File: config.mk
export PLATFORM = sky130hd
export DESIGN_NAME = spi_arb_flat
export DESIGN_NICKNAME = d
export VERILOG_FILES = /design/src/rtl/spi_arb_pkg.sv /design/src/rtl/spi_arb_if.sv /design/src/rtl/spi_arb_wdog.sv /design/src/rtl/spi_arb.sv /design/src/flat_wrapper.sv
export SDC_FILE = /design/constraint.sdc
export NUM_CORES = 1
export LEC_CHECK = 0
export ABC_AREA = 1
export CAP_MARGIN = 5
export CORE_MARGIN = 1.5
export CORE_UTILIZATION = 25
export DETAILED_ROUTE_END_ITERATION = 6
export GPL_TIMING_DRIVEN = 0
export HOLD_SLACK_MARGIN = 0.05
export MAX_ROUTING_LAYER = met4
export PLACE_DENSITY = 0.85
export SLEW_MARGIN = 20
export SYNTH_ARGS = -nofsm -noshare
export SYNTH_HDL_FRONTEND = slang
export SYNTH_HIERARCHICAL = 1
export SYNTH_SLANG_ARGS = --single-unit
File: constraint.sdc
create_clock -name clk -period 2.3 [get_ports clk]
set_clock_uncertainty 0.1 [all_clocks]
set_input_delay 0.23 -clock clk [delete_from_list [all_inputs] [get_ports clk]]
set_output_delay 0.23 -clock clk [all_outputs]
set_load 0.01 [all_outputs]
File: src/rtl/spi_arb_pkg.sv
// Shared types and constants for the two-requester SPI bus arbiter.
package spi_arb_pkg;

    typedef enum logic [1:0] {
        IDLE  = 2'd0,
        GRANT = 2'd1,
        XFER  = 2'd2
    } state_t;

    localparam int unsigned TMO_CYC_DEF = 4096;

    localparam logic REQ0 = 1'b0;
    localparam logic REQ1 = 1'b1;

    // Winner of an IDLE-state request; a tie goes to whoever was not served last.
    function automatic logic rr_pick(input logic req0, input logic req1, input logic last);
        if (req0 && req1) begin
            return ~last;
        end
        return req0 ? REQ0 : REQ1;
    endfunction

endpackage

File: src/rtl/spi_arb_if.sv
// Requester-side and SPI-master-side signals of the arbiter; slave = arbiter view.
interface spi_arb_if;

    logic        req0;
    logic        wrt0;
    logic [15:0] cmd0;
    logic        req1;
    logic        wrt1;
    logic [15:0] cmd1;
    logic        gnt0;
    logic        gnt1;
    logic        done0;
    logic        done1;
    logic [15:0] rd_data;
    logic        spi_wrt;
    logic [15:0] spi_cmd;
    logic        spi_done;
    logic [15:0] spi_rd_data;
    logic        tmo;

    modport slave (
        input  req0, wrt0, cmd0, req1, wrt1, cmd1, spi_done, spi_rd_data,
        output gnt0, gnt1, done0, done1, rd_data, spi_wrt, spi_cmd, tmo
    );

    modport master (
        output req0, wrt0, cmd0, req1, wrt1, cmd1, spi_done, spi_rd_data,
        input  gnt0, gnt1, done0, done1, rd_data, spi_wrt, spi_cmd, tmo
    );

endinterface

File: src/rtl/spi_arb_wdog.sv
// Idle-grant watchdog: counts cycles while run is high, expires at TMO_CYC-1.
module spi_arb_wdog #(
    parameter int unsigned TMO_CYC = spi_arb_pkg::TMO_CYC_DEF
) (
    input  logic clk,
    input  logic rst_n,
    input  logic run,
    input  logic clr,
    output logic expire
);

    localparam int unsigned   CW    = (TMO_CYC > 2) ? $clog2(TMO_CYC) : 1;
    localparam logic [CW-1:0] LIMIT = CW'(TMO_CYC - 1);

    logic [CW-1:0] cnt;

    // Saturates at LIMIT so a stuck clr-less run never wraps back to zero.
    always_ff @(posedge clk or negedge rst_n) begin
        if (!rst_n) begin
            cnt <= '0;
        end else if (clr) begin
            cnt <= '0;
        end else if (run && (cnt != LIMIT)) begin
            cnt <= cnt + CW'(1);
        end
    end

    assign expire = run && (cnt == LIMIT);

endmodule

File: src/rtl/spi_arb.sv
// Burst-locked round-robin arbiter for the shared SPI_mnrch master.
// Optional idle-grant watchdog enabled by defining SPI_ARB_TMO_EN.
module spi_arb
    import spi_arb_pkg::*;
#(
    parameter int unsigned TMO_CYC = TMO_CYC_DEF
) (
    input  logic      clk,
    input  logic      rst_n,
    spi_arb_if.slave  bus
);

    if (TMO_CYC < 2) begin : g_tmo_chk
        $error("spi_arb: TMO_CYC must be at least 2");
    end

    state_t      state, state_nxt;
    logic        owner, owner_nxt;
    logic        last, last_nxt;
    logic        own_req, own_wrt;
    logic [15:0] own_cmd;
    logic        expire;
    logic        spi_wrt_c, tmo_c;

    assign own_req = (owner == REQ1) ? bus.req1 : bus.req0;
    assign own_wrt = (owner == REQ1) ? bus.wrt1 : bus.wrt0;
    assign own_cmd = (owner == REQ1) ? bus.cmd1 : bus.cmd0;

`ifdef SPI_ARB_TMO_EN
    spi_arb_wdog #(
        .TMO_CYC (TMO_CYC)
    ) u_wdog (
        .clk    (clk),
        .rst_n  (rst_n),
        .run    (state == GRANT),
        .clr    (((state == GRANT) && own_wrt) || (state_nxt != state)),
        .expire (expire)
    );
`else
    assign expire = 1'b0;
`endif

    always_ff @(posedge clk or negedge rst_n) begin
        if (!rst_n) begin
            state <= IDLE;
            owner <= REQ0;
            last  <= REQ1;
        end else begin
            state <= state_nxt;
            owner <= owner_nxt;
            last  <= last_nxt;
        end
    end

    always_comb begin
        state_nxt = state;
        owner_nxt = owner;
        last_nxt  = last;
        spi_wrt_c = 1'b0;
        tmo_c     = 1'b0;
        case (state)
            IDLE: begin
                if (bus.req0 || bus.req1) begin
                    owner_nxt = rr_pick(bus.req0, bus.req1, last);
                    state_nxt = GRANT;
                end
            end
            GRANT: begin
                // A launch strobe beats both a dropped request and an expiring watchdog.
                if (own_wrt) begin
                    spi_wrt_c = 1'b1;
                    state_nxt = XFER;
                end else if (!own_req || expire) begin
                    tmo_c     = expire;
                    last_nxt  = owner;
                    state_nxt = IDLE;
                end
            end
            XFER: begin
                if (bus.spi_done) begin
                    state_nxt = GRANT;
                end
            end
            default: begin
                state_nxt = IDLE;
            end
        endcase
    end

    assign bus.gnt0    = (state != IDLE) && (owner == REQ0);
    assign bus.gnt1    = (state != IDLE) && (owner == REQ1);
    assign bus.done0   = (state == XFER) && (owner == REQ0) && bus.spi_done;
    assign bus.done1   = (state == XFER) && (owner == REQ1) && bus.spi_done;
    assign bus.rd_data = bus.spi_rd_data;
    assign bus.spi_cmd = (state == IDLE) ? '0 : own_cmd;
    assign bus.spi_wrt = spi_wrt_c;
    assign bus.tmo     = tmo_c;

endmodule

File: src/flat_wrapper.sv
// flat-port wrapper written by rule: the top's interface ports become plain ports
module spi_arb_flat import spi_arb_pkg::*;
#(
    parameter int unsigned TMO_CYC = TMO_CYC_DEF
)
  (clk, rst_n, bus_req0, bus_wrt0, bus_cmd0, bus_req1, bus_wrt1, bus_cmd1, bus_spi_done, bus_spi_rd_data, bus_gnt0, bus_gnt1, bus_done0, bus_done1, bus_rd_data, bus_spi_wrt, bus_spi_cmd, bus_tmo);
  spi_arb_if bus_i ();
  input  logic clk;
  input  logic rst_n;
  input wire logic [$bits(bus_i.req0)-1:0] bus_req0;
  input wire logic [$bits(bus_i.wrt0)-1:0] bus_wrt0;
  input wire logic [$bits(bus_i.cmd0)-1:0] bus_cmd0;
  input wire logic [$bits(bus_i.req1)-1:0] bus_req1;
  input wire logic [$bits(bus_i.wrt1)-1:0] bus_wrt1;
  input wire logic [$bits(bus_i.cmd1)-1:0] bus_cmd1;
  input wire logic [$bits(bus_i.spi_done)-1:0] bus_spi_done;
  input wire logic [$bits(bus_i.spi_rd_data)-1:0] bus_spi_rd_data;
  output wire logic [$bits(bus_i.gnt0)-1:0] bus_gnt0;
  output wire logic [$bits(bus_i.gnt1)-1:0] bus_gnt1;
  output wire logic [$bits(bus_i.done0)-1:0] bus_done0;
  output wire logic [$bits(bus_i.done1)-1:0] bus_done1;
  output wire logic [$bits(bus_i.rd_data)-1:0] bus_rd_data;
  output wire logic [$bits(bus_i.spi_wrt)-1:0] bus_spi_wrt;
  output wire logic [$bits(bus_i.spi_cmd)-1:0] bus_spi_cmd;
  output wire logic [$bits(bus_i.tmo)-1:0] bus_tmo;
  assign bus_i.req0 = bus_req0;
  assign bus_i.wrt0 = bus_wrt0;
  assign bus_i.cmd0 = bus_cmd0;
  assign bus_i.req1 = bus_req1;
  assign bus_i.wrt1 = bus_wrt1;
  assign bus_i.cmd1 = bus_cmd1;
  assign bus_i.spi_done = bus_spi_done;
  assign bus_i.spi_rd_data = bus_spi_rd_data;
  assign bus_gnt0 = bus_i.gnt0;
  assign bus_gnt1 = bus_i.gnt1;
  assign bus_done0 = bus_i.done0;
  assign bus_done1 = bus_i.done1;
  assign bus_rd_data = bus_i.rd_data;
  assign bus_spi_wrt = bus_i.spi_wrt;
  assign bus_spi_cmd = bus_i.spi_cmd;
  assign bus_tmo = bus_i.tmo;
  spi_arb #(.TMO_CYC(TMO_CYC)) u_core (.clk(clk), .rst_n(rst_n), .bus(bus_i));
endmodule
# Word-level counts from Yosys, hierarchy flattened
# Index checks and enable logic that the tools add are counted.
# totals
ff_bits,4
latchBits,0
ramBits,0
romBits,0
inputBits,55
out_inout_bits,38
elab_cells,42
memories,0
# classes
add_sub_neg,0
n_mul,0
div,0
order_cmp,0
n_eq_ne,5
n_shift,0
mux,17
bitwise_logic,4
n_reduce_logical,13
# ops
op,count
$mux 16,2
$mux 1,10
$mux 2,4
$logic_and 1x1->1,7
$pmux 2 s3,1
$reduce_and 3->1,2
$not 1->1,4
$ne 3x3->1 const B,1
$eq 2x1->1 const B,1
$eq 2x2->1 const B,1
$logic_not 2->1,1
$ne 2x1->1 const B,1
$ne 2x2->1 const B,1
$reduce_and 2->1,1
$reduce_bool 2->1,1
$logic_or 1x1->1,1

# Logic depth before layout (Yosys ltp)
# Gate-level depths: netlist of run 1.
# depth
depth_word,5
mapped_depth,7
depth_no_buf,6

# Worst setup path before layout of run 1
# OpenSTA, ideal clock, no wires.
# synth_path
kind,register to output
startpoint,register u_core.state[0]
endpoint,output bus_spi_cmd[10]
arrival_ns,0.965
t_required_ns,1.970
setup_slack_ns,1.005
stages_incl_launch_ff,8
n_path_buf,1
path_cell_list,dfrtp_1 nor2_2 inv_2 nand2_2 inv_4 buf_12 nand2_1 nand2_1
# synth_via
elab_chain_len,2
# synth_rtl
element,line,source
start: declaration,spi_arb.sv:17,"state_t state, state_nxt;"
start signal: assignment,spi_arb.sv:49,state <= state_nxt;
$logic_not 2->1,spi_arb.sv:95,assign bus.spi_cmd = (state == IDLE) ? '0 : own_cmd;
$mux 16,spi_arb.sv:95,
end: declaration,flat_wrapper.sv:24,output wire logic [$bits(bus_i.spi_cmd)-1:0] bus_spi_cmd;
# No other way between the ends.

# Final worst setup path of run 1
# layout_path
startpoint,register u_core.owner
endpoint,output bus_spi_cmd[11]
# layout_via
elab_chain_len,2
# layout_rtl
element,line,source
start: declaration,spi_arb.sv:18,"logic owner, owner_nxt;"
start signal: assignment,spi_arb.sv:50,owner <= owner_nxt;
$mux 16,spi_arb.sv:27,assign own_cmd = (owner == REQ1) ? bus.cmd1 : bus.cmd0;
$mux 16,spi_arb.sv:95,
# No other way between the ends.

==> summary.txt, run 1 <==
Outcome
  • Outcome: completed

Power
  • Clk pwr share: 7.3%
  • P per Cell Area: 933 nW/um^2
  • Peak supply drop: 681 uV
  • Total power: 1.35 mW
  • Leak pwr: 0.705 nW
  • Combinational Power Share: 81.6%
  • Flop pwr share: 11.1%
  • Psw: 580 uW
  • P_int: 772 uW
  • Sw frac: 42.9%

Setup path
  • Critical path's most frequent cell: nand2_1
  • Crit-path cells: inv_2, nand2_2, inv_4, buf_8, nand2_1, nand2_1, clkdlybuf4s50_1
  • Startpoint types: register
  • Worst-path fanout max: 10
  • Crit path capture type: output port
  • Slowest cell on crit path: clkdlybuf4s50_1
  • Critical path's largest stage delay: 530 ps
  • Arr. time, crit path: 1760 ps
  • Crit Path Class: register to output port
  • Worst r2r path cells: 5
  • Critical path required time: 1970 ps

Route
  • Initial DRC count: 10
  • # DRC: 0
  • Total number of vias: 902
  • Wire per inst: 9.83 microns
  • Post-route ant nets: 0
  • Vias/cell: 4.10
  • Drt pass-1 iters: 4
  • Final WL: 2160 microns

Finish
  • Register area: 101 sq um
  • # fillers: 235
  • Synth-to-Final Area Change: 128%
  • Post-layout nets: 246
  • Layout cell share with drive strength beyond 1: 17.9%
  • Multi-input logic area: 324 sq um
  • Ant diodes: 0

Clocking
  • CTS tree: yes
  • # resized after CTS: 0
  • Clk slew on worst S/H paths: 40 ps
  • Setup bufs post-CTS: 0
  • Clock latency on the worst-skew pair: 240 ps
  • Clk sink count: 4
  • Total CTS buffers: 3
  • Cts hold-fix bufs: 0
  • CTS H-tree depth: 1
  • Clock tree buffer depth: 2
  • Root Buffer: clkbuf_4

Yosys
  • Syn Area/Cell: 5.71 sq um
  • Syn nets: 166
  • Synth Warn #: 6
  • Area leader, netlist: nand2_1
  • Seq cells post-synth: 4
  • Gate Count Post-Synth: 111
  • Post-synth top area share: 32.0%
  • Synth top area cells: nand2_1 32%, buf_4 20%, dfrtp_1 12%, nand2_2 5.9%, dfstp_2 4.1%
  • Post-synthesis sequential area ratio: 16.0%
  • Post-synth cell types: 18
  • Syn Std Cell Area: 634 sq um

Floorplan
  • Die Span Y: 53.4 microns
  • Die area: 2850 sq um
  • Site Rows: 18
  • Die span in x: 53.4 microns
  • Initial Util: 26.1%
  • Core area: 2430 sq um
  • Ports: 93

Timing
  • Setup_tns: 0 ps
  • Crit share post-route: 90.8%
  • Max Freq: 479 MHz
  • Fin crit period: 2090 ps
  • Final Hold Fails: 0
  • Setup violators final: 0
  • RSZ-0062 raised after global routing: false
  • Worst hold margin: 79.7 ps
  • Fin. max-slew vios: 0

Placed design
  • Number of port buffers: 75
  • Routability Congestion: 0.893
  • Post-DP HPWL: 1840 microns

Global routing
  • Initial antenna violation count: 0
  • Largest net degree at the start of global routing: 11
  • First-pass GRT wire length: 2900 microns
  • Grt ovf: 0
  • Vias in the first global route: 727
  • GRT Total Usage: 14.6%

Min path
  • Hold Path Class: input port to async pin

Flow run
  • Maxcap violations: 0
[per-stage QoR]
step,util (%),worst slack [ps],instance area [sq um],cells
final,59.6,211,1450,220
after global placement,58.5,457,1420,216
after global routing,59.6,93.9,1450,220
after CTS,59.6,196,1450,220
after detailed placement,58.5,437,1420,216
after floorplan,-,1000,634,111
[cell usage after synthesis, drive strengths merged]
cell,instances
nand2,60
buf,19
inv,11
nand3,5
nor2,5
dfrtp,3
o21ai,3
a21oi,1
conb,1
dfstp,1
nand3b,1
nand4,1
[worst max-delay path: cells and delay by family, from the launching register on]
family | cells | cell delay (ps)
DFF | 1 | 450
buffers and inverters | 4 | 900
and+or+nand+nor | 3 | 170
[cell families (layout without fill, tap and decap cells)]
| kind of cell | count (synthesis) | after routing | synth area share (%) |
|---|---|---|---|
| buffers and inverters | 30 | 109 | 32.9 |
| AND/OR/NAND/NOR | 72 | 72 | 47.3 |
| AO/OA/AOI/OAI | 4 | 4 | 3.15 |
| other | 1 | 1 | 0.591 |
| flip-flops | 4 | 4 | 16.0 |
[registers in the layout, indices dropped and copies added, names as in the netlist]
register      cells
u_core/last       1
u_core/owner      1
u_core/state      2
[area by class of cell]
| type | instances | area share [%] |
|---|---|---|
| inverter | 11 | 3.20 |
| timing repair buffer | 75 | 51.8 |
| buffer | 19 | 11.2 |
| multi-input combinational | 77 | 22.4 |
| clock buffer | 4 | 1.81 |
| sequential | 4 | 6.99 |
| tap | 30 | 2.59 |
[final timing paths]
kind / slack, ps / end / start
setup / recovery: 210 / bus_spi_cmd[11] / u_core/owner
hold / removal: 80 / u_core/state[0] / rst_n
setup reg to reg: 1150 / u_core/state[0] / u_core/owner
hold reg to reg: 360 / u_core/last / u_core/last
max in group asynchronous: 1790 / u_core/last / rst_n
min in group clk: 360 / u_core/last / u_core/last
[routing by layer]
metal	vias to the layer above	wire length (microns)	GRT usage, %	part of all wire [%]
met5	-	0	-	0
met4	0	45	8.97	2.1
met3	4	200	2.54	9.2
met2	45	1170	27.8	54
met1	382	748	13.2	35
li1	471	-	-	-
[cells in the final DEF (no fill, tap or decap), drive strengths merged]
cell	Yosys	routed
a21oi	1	1
buf	19	19
clkbuf	0	4
clkdlybuf4s50	0	75
conb	1	1
dfrtp	3	3
dfstp	1	1
inv	11	11
nand2	60	60
nand3	5	5
nand3b	1	1
nand4	1	1
nor2	5	5
o21ai	3	3
[power by group through the flow]
stage,Combinational [mW],Sequential [mW],Clock [mW]
6_report,1.10,0.150,0.0987
5_1_grt,1.22,0.154,0.109
3_3_place_gp,1.09,0.145,0
3_5_place_dp,1.11,0.149,0
4_1_cts,1.12,0.148,0.105
2_1_floorplan,0.580,0.139,0
No activity file was read; power rests on OpenSTA's default activity.
==> run 2: changes to the inputs <==
- CORE_MARGIN: 1.5 -> 4
==> run 2 against run 1 <==
  * Core utilization is 2.8 points higher
  * Sequential power barely moved
  * Die area grew 20%
  * Flip-flop and latch count unchanged
  * Clock-buffer cell count did not move
  * First-iteration DRC count rose to 3.3 times the previous value
  * Cell area is 0.17% lower
  * Clock power down 4.7%
  * Critical path type unchanged
  * Largest power group unchanged
  * Highest routed layer unchanged
==> summary.txt, run 2 (same netlist as run 1, synthesis figures left out) <==
Floorplan
  • Die Span Y: 58.4 microns
  • Initial Util: 27.4%
  • Ports: 93
  • Core area: 2320 sq um
  • Die span in x: 58.4 microns
  • Site Rows: 17
  • Die area: 3410 sq um

Power
  • Leak pwr: 0.705 nW
  • Total power: 1.36 mW
  • Peak supply drop: 606 uV
  • P per Cell Area: 942 nW/um^2

Global routing
  • GRT Total Usage: 14.2%
  • Initial antenna violation count: 0
  • Vias in the first global route: 890
  • Largest net degree at the start of global routing: 11
  • First-pass GRT wire length: 3760 microns
  • Grt ovf: 0

Clocking
  • # resized after CTS: 0
  • Clk sink count: 4
  • Cts hold-fix bufs: 0
  • Total CTS buffers: 3
  • Clock latency on the worst-skew pair: 230 ps
  • CTS tree: yes
  • Clk slew on worst S/H paths: 40 ps
  • Root Buffer: clkbuf_4
  • Clock tree buffer depth: 2
  • Setup bufs post-CTS: 0
  • CTS H-tree depth: 1

Route
  • Drt pass-1 iters: 6
  • Vias/cell: 4.21
  • Final WL: 2530 microns
  • # DRC: 0
  • Metal2 WL: 1380 microns
  • DR top layer: met4
  • Post-route ant nets: 0
  • Met1 Wirelength: 795 microns
  • Wire per inst: 11.6 microns
  • Total number of vias: 917
  • Initial DRC count: 33
  • Routed wl met3: 348 microns

Setup path
  • Critical path's largest stage delay: 530 ps
  • Critical path's most frequent cell: nand2_1
  • Worst r2r path cells: 5
  • Arr. time, crit path: 1770 ps
  • Crit path from: u_core/owner
  • Startpoint types: register
  • Crit path capture type: output port
  • Crit Path Class: register to output port
  • Reg2Reg Launch Point: u_core/owner
  • Slowest cell on crit path: clkdlybuf4s50_1
  • Crit-path cells: inv_2, nand2_2, inv_4, buf_8, nand2_1, nand2_1, clkdlybuf4s50_1
  • RR Endpoint: u_core/state[0]
  • Critical path required time: 1970 ps
  • R2r setup slk: 1160 ps
  • Worst-path fanout max: 10

Timing
  • Max Freq: 476 MHz
  • Fin. max-slew vios: 0
  • Setup violators final: 0
  • Crit share post-route: 91.3%
  • Final Hold Fails: 0
  • Setup ws final: 200 ps
  • Setup_tns: 0 ps
  • Fin crit period: 2100 ps
  • Worst hold margin: 97.6 ps
  • RSZ-0062 raised after global routing: false

Placed design
  • Placed inst area: 1420 sq um
  • DP Cell Count: 214
  • Placement Setup Slack: 430 ps
  • Routability Congestion: 0.850
  • Post-DP HPWL: 2170 microns
  • Number of port buffers: 75

Finish
  • Finished Cell Area: 1450 sq um
  • Regs by FF count: u_core/state: 2 flops, u_core/last: 1 flops, u_core/owner: 1 flops
  • Final non-filler cell total: 218
  • Core Util, Final: 62.4%
  • Ant diodes: 0
  • Synth-to-Final Area Change: 128%
  • Most common cell after layout, fill and taps aside: clkdlybuf4s50_1
  • Post-layout nets: 246
  • Commonest non-fill, non-tap cells in the layout: 75 x clkdlybuf4s50_1, 54 x nand2_1, 17 x buf_4
  • # fillers: 225
  • Layout cell share with drive strength beyond 1: 17.9%
  • Biggest register: u_core/state
  • Max reg flops: 2

Flow run
  • Maxcap violations: 0

Outcome
  • Outcome: completed

Min path
  • Hold Path Class: input port to async pin
run 2: metal layers:
layer / up-vias / GRT usage (%)
met5: - / -
met4: 0 / 6.29
met3: 2 / 5.26
met2: 60 / 26.6
met1: 380 / 12.6
li1: 475 / -
run 2: worst max-delay path by stage:
stage | slack [ps] | depth (start not counted) | to
2_1_floorplan | 1000 | 7 | bus_spi_cmd[10]
3_3_place_gp | 460 | 6 | bus_spi_wrt
3_5_place_dp | 430 | 6 | bus_spi_wrt
4_1_cts | 190 | 7 | bus_spi_cmd[8]
5_1_grt | 70 | 7 | bus_spi_cmd[8]
6_report | 200 | 7 | bus_spi_cmd[8]
run 2: area by class of cell:
type	instances	area (sq um)	area share (%)
clock buffer	4	26.3	1.82
buffer	19	163	11.2
inverter	11	46.3	3.20
multi-input combinational	77	324	22.4
tap	28	35.0	2.42
sequential	4	101	7.01
timing repair buffer	75	751	51.9
run 2: power by group:
group          internal [mW]  switching [mW]
Clock                 0.0651          0.0290
Sequential             0.110          0.0392
Combinational          0.597           0.522
run 2: worst max-delay path, delay by kind of cell, from the launching register on:
family	cells	cell delay [ps]
buffers and inverters	4	900
DFF	1	450
and+or+nand+nor	3	190
==> run 3: changes to the inputs <==
- TNS_END_PERCENT: unset -> 10
==> results of run 3 <==
The final DEF is identical to that of run 2; final timing and power are the same.
